`config.mk`:
```
export PLATFORM = sky130hd
export DESIGN_NAME = regfile_wb_arbiter
export DESIGN_NICKNAME = d
export VERILOG_FILES = /design/src/rtl/regfile_wb_arbiter_pkg.sv /design/src/rtl/regfile_wb_arbiter_rr_arb2.sv /design/src/rtl/regfile_wb_arbiter.sv
export SDC_FILE = /design/constraint.sdc
export NUM_CORES = 1
export LEC_CHECK = 0
export ABC_CLOCK_PERIOD_IN_PS = 2000
export BUFFER_PORTS_ARGS = -buffer_cell sky130_fd_sc_hd__clkbuf_2
export CORE_MARGIN = 1
export CORE_UTILIZATION = 45
export CTS_CLUSTER_DIAMETER = 50
export DETAILED_ROUTE_END_ITERATION = 6
export GPL_ROUTABILITY_DRIVEN = 1
export PLACE_DENSITY = 0.74
export REMOVE_ABC_BUFFERS = 1
export SETUP_SLACK_MARGIN = 0.3
export SLEW_MARGIN = 20
export SYNTH_ARGS = -nofsm -noshare
export SYNTH_HDL_FRONTEND = slang
export SYNTH_SLANG_ARGS = --single-unit
```
`constraint.sdc`:
```
create_clock -name clk -period 2 [get_ports clk]
set_clock_uncertainty 0.2 [all_clocks]
set_input_delay 0.4 -clock clk [delete_from_list [all_inputs] [get_ports clk]]
set_output_delay 0.4 -clock clk [all_outputs]
set_load 0.01 [all_outputs]
```
`src/rtl/regfile_wb_arbiter_pkg.sv`:
```
// Shared sizes and write-strobe encoding for the register-file writeback arbiter.
// The register file's write input is active-low, so WR_ON is a 0.
package regfile_wb_arbiter_pkg;

  localparam int DW   = 16;
  localparam int AW   = 3;
  localparam int NREG = 8;
  localparam int CW   = 2;

  localparam logic WR_ON  = 1'b0;
  localparam logic WR_OFF = 1'b1;

endpackage

```
`src/rtl/regfile_wb_arbiter_rr_arb2.sv`:
```
// Two-requester round-robin arbiter: a lone requester always wins; on contention
// the pointer picks the winner, and after any grant the pointer favours the other port.
module rr_arb2 (
  input  logic       clk,
  input  logic       reset,
  input  logic [1:0] req,
  output logic [1:0] gnt
);

  logic r_ptr;

  always_comb begin
    gnt = req;
    if (req == 2'b11) begin
      gnt = r_ptr ? 2'b10 : 2'b01;
    end
  end

  // Granting port 0 hands priority to port 1, and vice versa.
  always_ff @(posedge clk or negedge reset) begin
    if (!reset) begin
      r_ptr <= 1'b0;
    end else if (|gnt) begin
      r_ptr <= gnt[0];
    end
  end

endmodule

```
`src/rtl/regfile_wb_arbiter.sv`:
```
// Shares the register-file write port between ALU (port 0) and load unit (port 1),
// and tracks outstanding writes per register so decode can stall on pending operands.
module regfile_wb_arbiter
  import regfile_wb_arbiter_pkg::*;
#(
  parameter int DW   = regfile_wb_arbiter_pkg::DW,
  parameter int AW   = regfile_wb_arbiter_pkg::AW,
  parameter int NREG = regfile_wb_arbiter_pkg::NREG,
  parameter int CW   = regfile_wb_arbiter_pkg::CW
) (
  input  logic            clk,
  input  logic            reset,
  input  logic            wb0_valid,
  output logic            wb0_ready,
  input  logic [AW-1:0]   wb0_addr,
  input  logic [DW-1:0]   wb0_data,
  input  logic            wb1_valid,
  output logic            wb1_ready,
  input  logic [AW-1:0]   wb1_addr,
  input  logic [DW-1:0]   wb1_data,
  input  logic            iss_valid,
  output logic            iss_ready,
  input  logic [AW-1:0]   iss_dst,
  input  logic [AW-1:0]   rd_addr1,
  input  logic [AW-1:0]   rd_addr2,
  output logic            hazard1,
  output logic            hazard2,
  output logic            rf_write,
  output logic [AW-1:0]   rf_writeAdd,
  output logic [DW-1:0]   rf_in,
  output logic [NREG-1:0] pending
);

  localparam logic [CW-1:0] CNT_MAX = '1;

  logic [1:0]    w_req;
  logic [1:0]    w_gnt;
  logic          w_accept;
  logic [AW-1:0] w_win_addr;
  logic [DW-1:0] w_win_data;
  logic          w_commit;
  logic          w_issue;
  logic [CW-1:0] w_cnt [NREG];

  logic          r_rf_write;
  logic [AW-1:0] r_rf_writeAdd;
  logic [DW-1:0] r_rf_in;

  assign w_req = {wb1_valid, wb0_valid};

  rr_arb2 u_arb (
    .clk   (clk),
    .reset (reset),
    .req   (w_req),
    .gnt   (w_gnt)
  );

  assign wb0_ready  = w_gnt[0];
  assign wb1_ready  = w_gnt[1];
  assign w_accept   = |w_gnt;
  assign w_win_addr = w_gnt[1] ? wb1_addr : wb0_addr;
  assign w_win_data = w_gnt[1] ? wb1_data : wb0_data;

  // Output register: an accepted write is presented for exactly one cycle and
  // committed by the register file on the following edge.
  always_ff @(posedge clk or negedge reset) begin
    if (!reset) begin
      r_rf_write    <= WR_OFF;
      r_rf_writeAdd <= '0;
      r_rf_in       <= '0;
    end else if (w_accept) begin
      r_rf_write    <= WR_ON;
      r_rf_writeAdd <= w_win_addr;
      r_rf_in       <= w_win_data;
    end else begin
      r_rf_write    <= WR_OFF;
    end
  end

  assign rf_write    = r_rf_write;
  assign rf_writeAdd = r_rf_writeAdd;
  assign rf_in       = r_rf_in;

  assign w_commit  = (r_rf_write == WR_ON);
  assign iss_ready = (w_cnt[iss_dst] != CNT_MAX);
  assign w_issue   = iss_valid & iss_ready;

  // One saturating outstanding-write counter per register. A same-edge issue and
  // commit cancel; a commit against an empty counter is ignored.
  generate
    for (genvar gi = 0; gi < NREG; gi++) begin : g_cnt
      logic          w_inc;
      logic          w_dec;
      logic [CW-1:0] r_cnt;

      assign w_inc = w_issue  && (iss_dst == AW'(gi));
      assign w_dec = w_commit && (r_rf_writeAdd == AW'(gi));

      always_ff @(posedge clk or negedge reset) begin
        if (!reset) begin
          r_cnt <= '0;
        end else if (w_inc && !w_dec) begin
          r_cnt <= r_cnt + CW'(1);
        end else if (w_dec && !w_inc && (r_cnt != '0)) begin
          r_cnt <= r_cnt - CW'(1);
        end
      end

      assign w_cnt[gi]   = r_cnt;
      assign pending[gi] = |r_cnt;
    end
  endgenerate

  assign hazard1 = (w_cnt[rd_addr1] != '0);
  assign hazard2 = (w_cnt[rd_addr2] != '0);

endmodule

```
==> flow_metrics.env <==
export IMPL_grt_max_degree=38
export IMPL_die_footprint_sq_um=5526
export IMPL_final_critical_path_setup_slack_ps=-69.27
export IMPL_p_total_w=0.002930
export IMPL_crit_path_max_fanout=3
export IMPL_die_height_um=74.34
export IMPL_global_route_overflow_total=0
export IMPL_clkPwrFrac_pct=17.2
export IMPL_largest_family_of_logic_cells_by_synthesized_area="multiplexers"
export IMPL_switchingPower_w=0.0009908
export IMPL_port_buffers=84
export IMPL_synth_adder_area_share_pct=0
export IMPL_crit_path_start_kind="register"
export IMPL_coreArea_sq_um=4880
export IMPL_antenna_violating_nets_post_route=0
export IMPL_ys_warnings_count=0
export IMPL_worst_ep_required_time_ps=1400
export IMPL_final_period_utilization_pct=103.5
export IMPL_slew_violations=0
export IMPL_rsz0062_at_grt="yes"
export IMPL_power_frac_comb_pct=46.3
export IMPL_end_kind="output port"
export IMPL_postSynthCellCount=222
export IMPL_nFillCells=350
export IMPL_power_density_nw_per_um2=796.0
export IMPL_worstMarginPinSlew_ps=488.8
export IMPL_layout_nets=410
export IMPL_route_detailed_drc=0
export IMPL_slew_headroom_pct=67.42
export IMPL_worst_hold_slack_ps=103.6
export IMPL_synth_cell_area_sq_um=2355
export IMPL_clock_sinks=37
export IMPL_synth_xor_xnor_area_share_pct=0
export IMPL_h_tree_lvl_count=2
export IMPL_grt_use_total_pct=25.32
export IMPL_synthArstFlopShare_pct=100.0
export IMPL_std_cell_rows=25
export IMPL_floorplan_initialDensity_pct=48.26
export IMPL_min_delay_path_depth=2
export IMPL_clock_transition_at_path_regs_ps=70
export IMPL_area_delta_synth_final_pct=56.32
export IMPL_ratio_of_cells_with_drive_above_1_in_the_final_layout_pct=59.61
export IMPL_synthMuxAreaShare_pct=22.85
export IMPL_post_layout_nonfiller_instances=426
export IMPL_clock_path_buffers=2
export IMPL_maximum_capacitance_violations=0
export IMPL_outcome="complete, but fails checks"
export IMPL_irDropWorstVdd_mv=0.4589
export IMPL_synth_edff_count=0
export IMPL_finalCriticalPeriod_ps=2069
export IMPL_sw_frac_of_total_pct=33.81
export IMPL_cts_buffers_inserted=5
export IMPL_dpl_instance_area_sq_um=2975
export IMPL_routed_wire_length_per_instance_um=16.46
export IMPL_fin_setup_tns_ps=-135.0
export IMPL_timing_critical_path_arrival_ps=1470
export IMPL_r2r_cells=3
export IMPL_detailroute_via_count=2363
export IMPL_postSynthRegisterBits=37
export IMPL_vias_per_cell=5.547
export IMPL_simple_gate_area_share_of_the_yosys_netlist_pct=20.03
export IMPL_design_area_sq_um=3681
export IMPL_ys_types=37
export IMPL_number_of_global_route_vias_before_repair=2231
export IMPL_failed_checks="setup timing"
export IMPL_wire_length_of_the_first_global_routing_pass_mm=10.51
export IMPL_n_antenna_cell=0
export IMPL_power_sequential_fraction_pct=36.4
export IMPL_root_buffer_master="sky130_fd_sc_hd__clkbuf_8"
export IMPL_syn_avg_cell_area_sq_um=10.61
export IMPL_maxClockFrequency_mhz=483.3
export IMPL_hold_path_class="input port to register"
export IMPL_multiInputGateArea_sq_um=1563
export IMPL_synth_compound_area_share_pct=13.07
export IMPL_p_leak_nw=1.751
export IMPL_ys_seq_area_share_pct=39.37
export IMPL_place_detailed_instances=382
export IMPL_io_pins=85
export IMPL_place_detailed_hpwl_mm=4.148
export IMPL_worst_setup_path_type="register to output port"
export IMPL_grt_antenna_before_repair=0
export IMPL_place_congestion=0.8299
export IMPL_ff_latch_area_sq_um=930.9
export IMPL_setup_viol_count_final=2
export IMPL_clock_tree_from_tritoncts="done"
export IMPL_synth_top_flop_cell="sky130_fd_sc_hd__dfrtp_1"
export IMPL_power_internal_w=0.001939
export IMPL_worstSkewPairLatency_ps=280
export IMPL_wirelength_mm=7.012
export IMPL_first_pass_iters=4
export IMPL_dieWidth_um=74.34
export IMPL_drt_first_iter_violations=139
export IMPL_final_hold_violation_count=0
[layout by cell type (no fill, tap or decap), types with 5 or more instances in the layout]
cell type,instances
sky130_fd_sc_hd__nand4b_1,6
sky130_fd_sc_hd__dfrtp_1,33
sky130_fd_sc_hd__or3b_1,7
sky130_fd_sc_hd__clkbuf_2,78
sky130_fd_sc_hd__inv_1,19
sky130_fd_sc_hd__buf_6,13
sky130_fd_sc_hd__buf_4,37
sky130_fd_sc_hd__nor2_2,6
sky130_fd_sc_hd__mux2_4,37
sky130_fd_sc_hd__a32oi_1,7
sky130_fd_sc_hd__clkbuf_8,5
sky130_fd_sc_hd__a21oi_1,14
sky130_fd_sc_hd__o21ai_0,13
sky130_fd_sc_hd__o21ai_1,10
sky130_fd_sc_hd__or3_1,7
[routing by layer]
metal | up-vias | wire length, um | global-route usage, %
met2 | 96 | 3563 | 43.33
met4 | 0 | 99 | 7.966
met5 | - | 0 | 0
met1 | 1138 | 2899 | 31.23
li1 | 1119 | - | -
met3 | 10 | 449 | 6.775
[synth_stat cells, types with 2 or more instances]
cell / number / share of area, %
sky130_fd_sc_hd__a21boi_1: 2 / 0.64
sky130_fd_sc_hd__a21oi_1: 16 / 3.4
sky130_fd_sc_hd__a32oi_1: 7 / 2.6
sky130_fd_sc_hd__and4b_1: 3 / 1.3
sky130_fd_sc_hd__and4bb_2: 3 / 1.6
sky130_fd_sc_hd__buf_1: 2 / 0.32
sky130_fd_sc_hd__buf_2: 4 / 0.85
sky130_fd_sc_hd__clkbuf_1: 3 / 0.48
sky130_fd_sc_hd__dfrtp_1: 36 / 38
sky130_fd_sc_hd__inv_1: 19 / 3.0
sky130_fd_sc_hd__mux2_1: 19 / 9.1
sky130_fd_sc_hd__mux2_2: 19 / 9.1
sky130_fd_sc_hd__mux2i_1: 2 / 0.85
sky130_fd_sc_hd__mux4_2: 4 / 3.8
sky130_fd_sc_hd__nand3_1: 3 / 0.64
sky130_fd_sc_hd__nand3b_1: 3 / 0.96
sky130_fd_sc_hd__nand4_1: 3 / 0.80
sky130_fd_sc_hd__nand4b_1: 6 / 2.2
sky130_fd_sc_hd__nand4bb_1: 3 / 1.4
sky130_fd_sc_hd__nor2_1: 10 / 1.6
sky130_fd_sc_hd__o21ai_0: 18 / 3.8
sky130_fd_sc_hd__o21ai_1: 7 / 1.5
sky130_fd_sc_hd__or3_1: 7 / 1.9
sky130_fd_sc_hd__or3b_1: 7 / 2.6
sky130_fd_sc_hd__or4b_4: 3 / 1.8
sky130_fd_sc_hd__or4bb_1: 2 / 0.96
[power groups by stage]
stage               Sequential [W]  Clock [W]  Combinational [W]
floorplan                  0.00112          0           0.000436
global placement           0.00110          0           0.000778
detailed placement         0.00111          0           0.000807
CTS                        0.00104   0.000521            0.00122
global route               0.00109   0.000552            0.00146
finish                     0.00107   0.000505            0.00136
[logic make-up after synthesis]
kind of cell | after synthesis
flip-flops | 37
AO/OA/AOI/OAI | 53
buffers and inverters | 28
AND/OR/NAND/NOR | 60
multiplexers | 44
[registers in the layout (all words and copies together), names as in the netlist]
name / flops
g_cnt.r_cnt: 16
rf_in: 16
rf_write: 1
rf_writeAdd: 3
u_arb.r_ptr: 1
[per-stage QoR]
step                util [%]  setup slack, ps
finish                 75.44           -69.27
global route           75.44           -148.8
CTS                    71.62           -73.60
detailed placement     60.97            13.74
global placement       60.97            60.21
floorplan                  -           -497.6
[worst max-delay path: stages, from the launching register on]
cell and delay [ps]:
sky130_fd_sc_hd__dfrtp_1 410, sky130_fd_sc_hd__nor2_4 60, sky130_fd_sc_hd__mux4_2 450, sky130_fd_sc_hd__mux2i_1 130
sky130_fd_sc_hd__buf_2 140
[final cells by class]
class	count	share of cell area [%]
Clock buffer	6	1.971
Clock inverter	2	0.2719
Inverter	19	1.937
Multi-Input combinational cell	157	42.45
Sequential cell	37	25.29
Tap cell	67	2.277
Timing Repair Buffer	138	25.80
[timing repair]
action | in CTS | in global routing
setup buffers | 24 | 10
pin swaps | 7 | 12
gates cloned | 0 | 1
endpoints found under the hold margin | 36 | 0
setup endpoints to repair | 35 | 42
gates resized for setup | 55 | 33
hold buffers | 1 | 0
[final timing paths]
| kind | slack [ps] | from | end |
|---|---|---|---|
| worst max register to register | 160 | rf_writeAdd[2]$_DFFE_PN0N_ | g_cnt[0].r_cnt[0]$_DFFE_PN0P_ |
| worst min register to register | 430 | g_cnt[1].r_cnt[0]$_DFFE_PN0P_ | g_cnt[1].r_cnt[0]$_DFFE_PN0P_ |
| max in group asynchronous | 730 | reset | rf_writeAdd[1]$_DFFE_PN0N_ |
| worst max-delay path | -70 | g_cnt[3].r_cnt[0]$_DFFE_PN0P_ | hazard1 |
| worst min-delay path | 100 | wb0_valid | rf_write$_DFF_PN1_ |
| min in group asynchronous | 490 | reset | g_cnt[1].r_cnt[0]$_DFFE_PN0P_ |
Power figures use the tool's default switching activity.
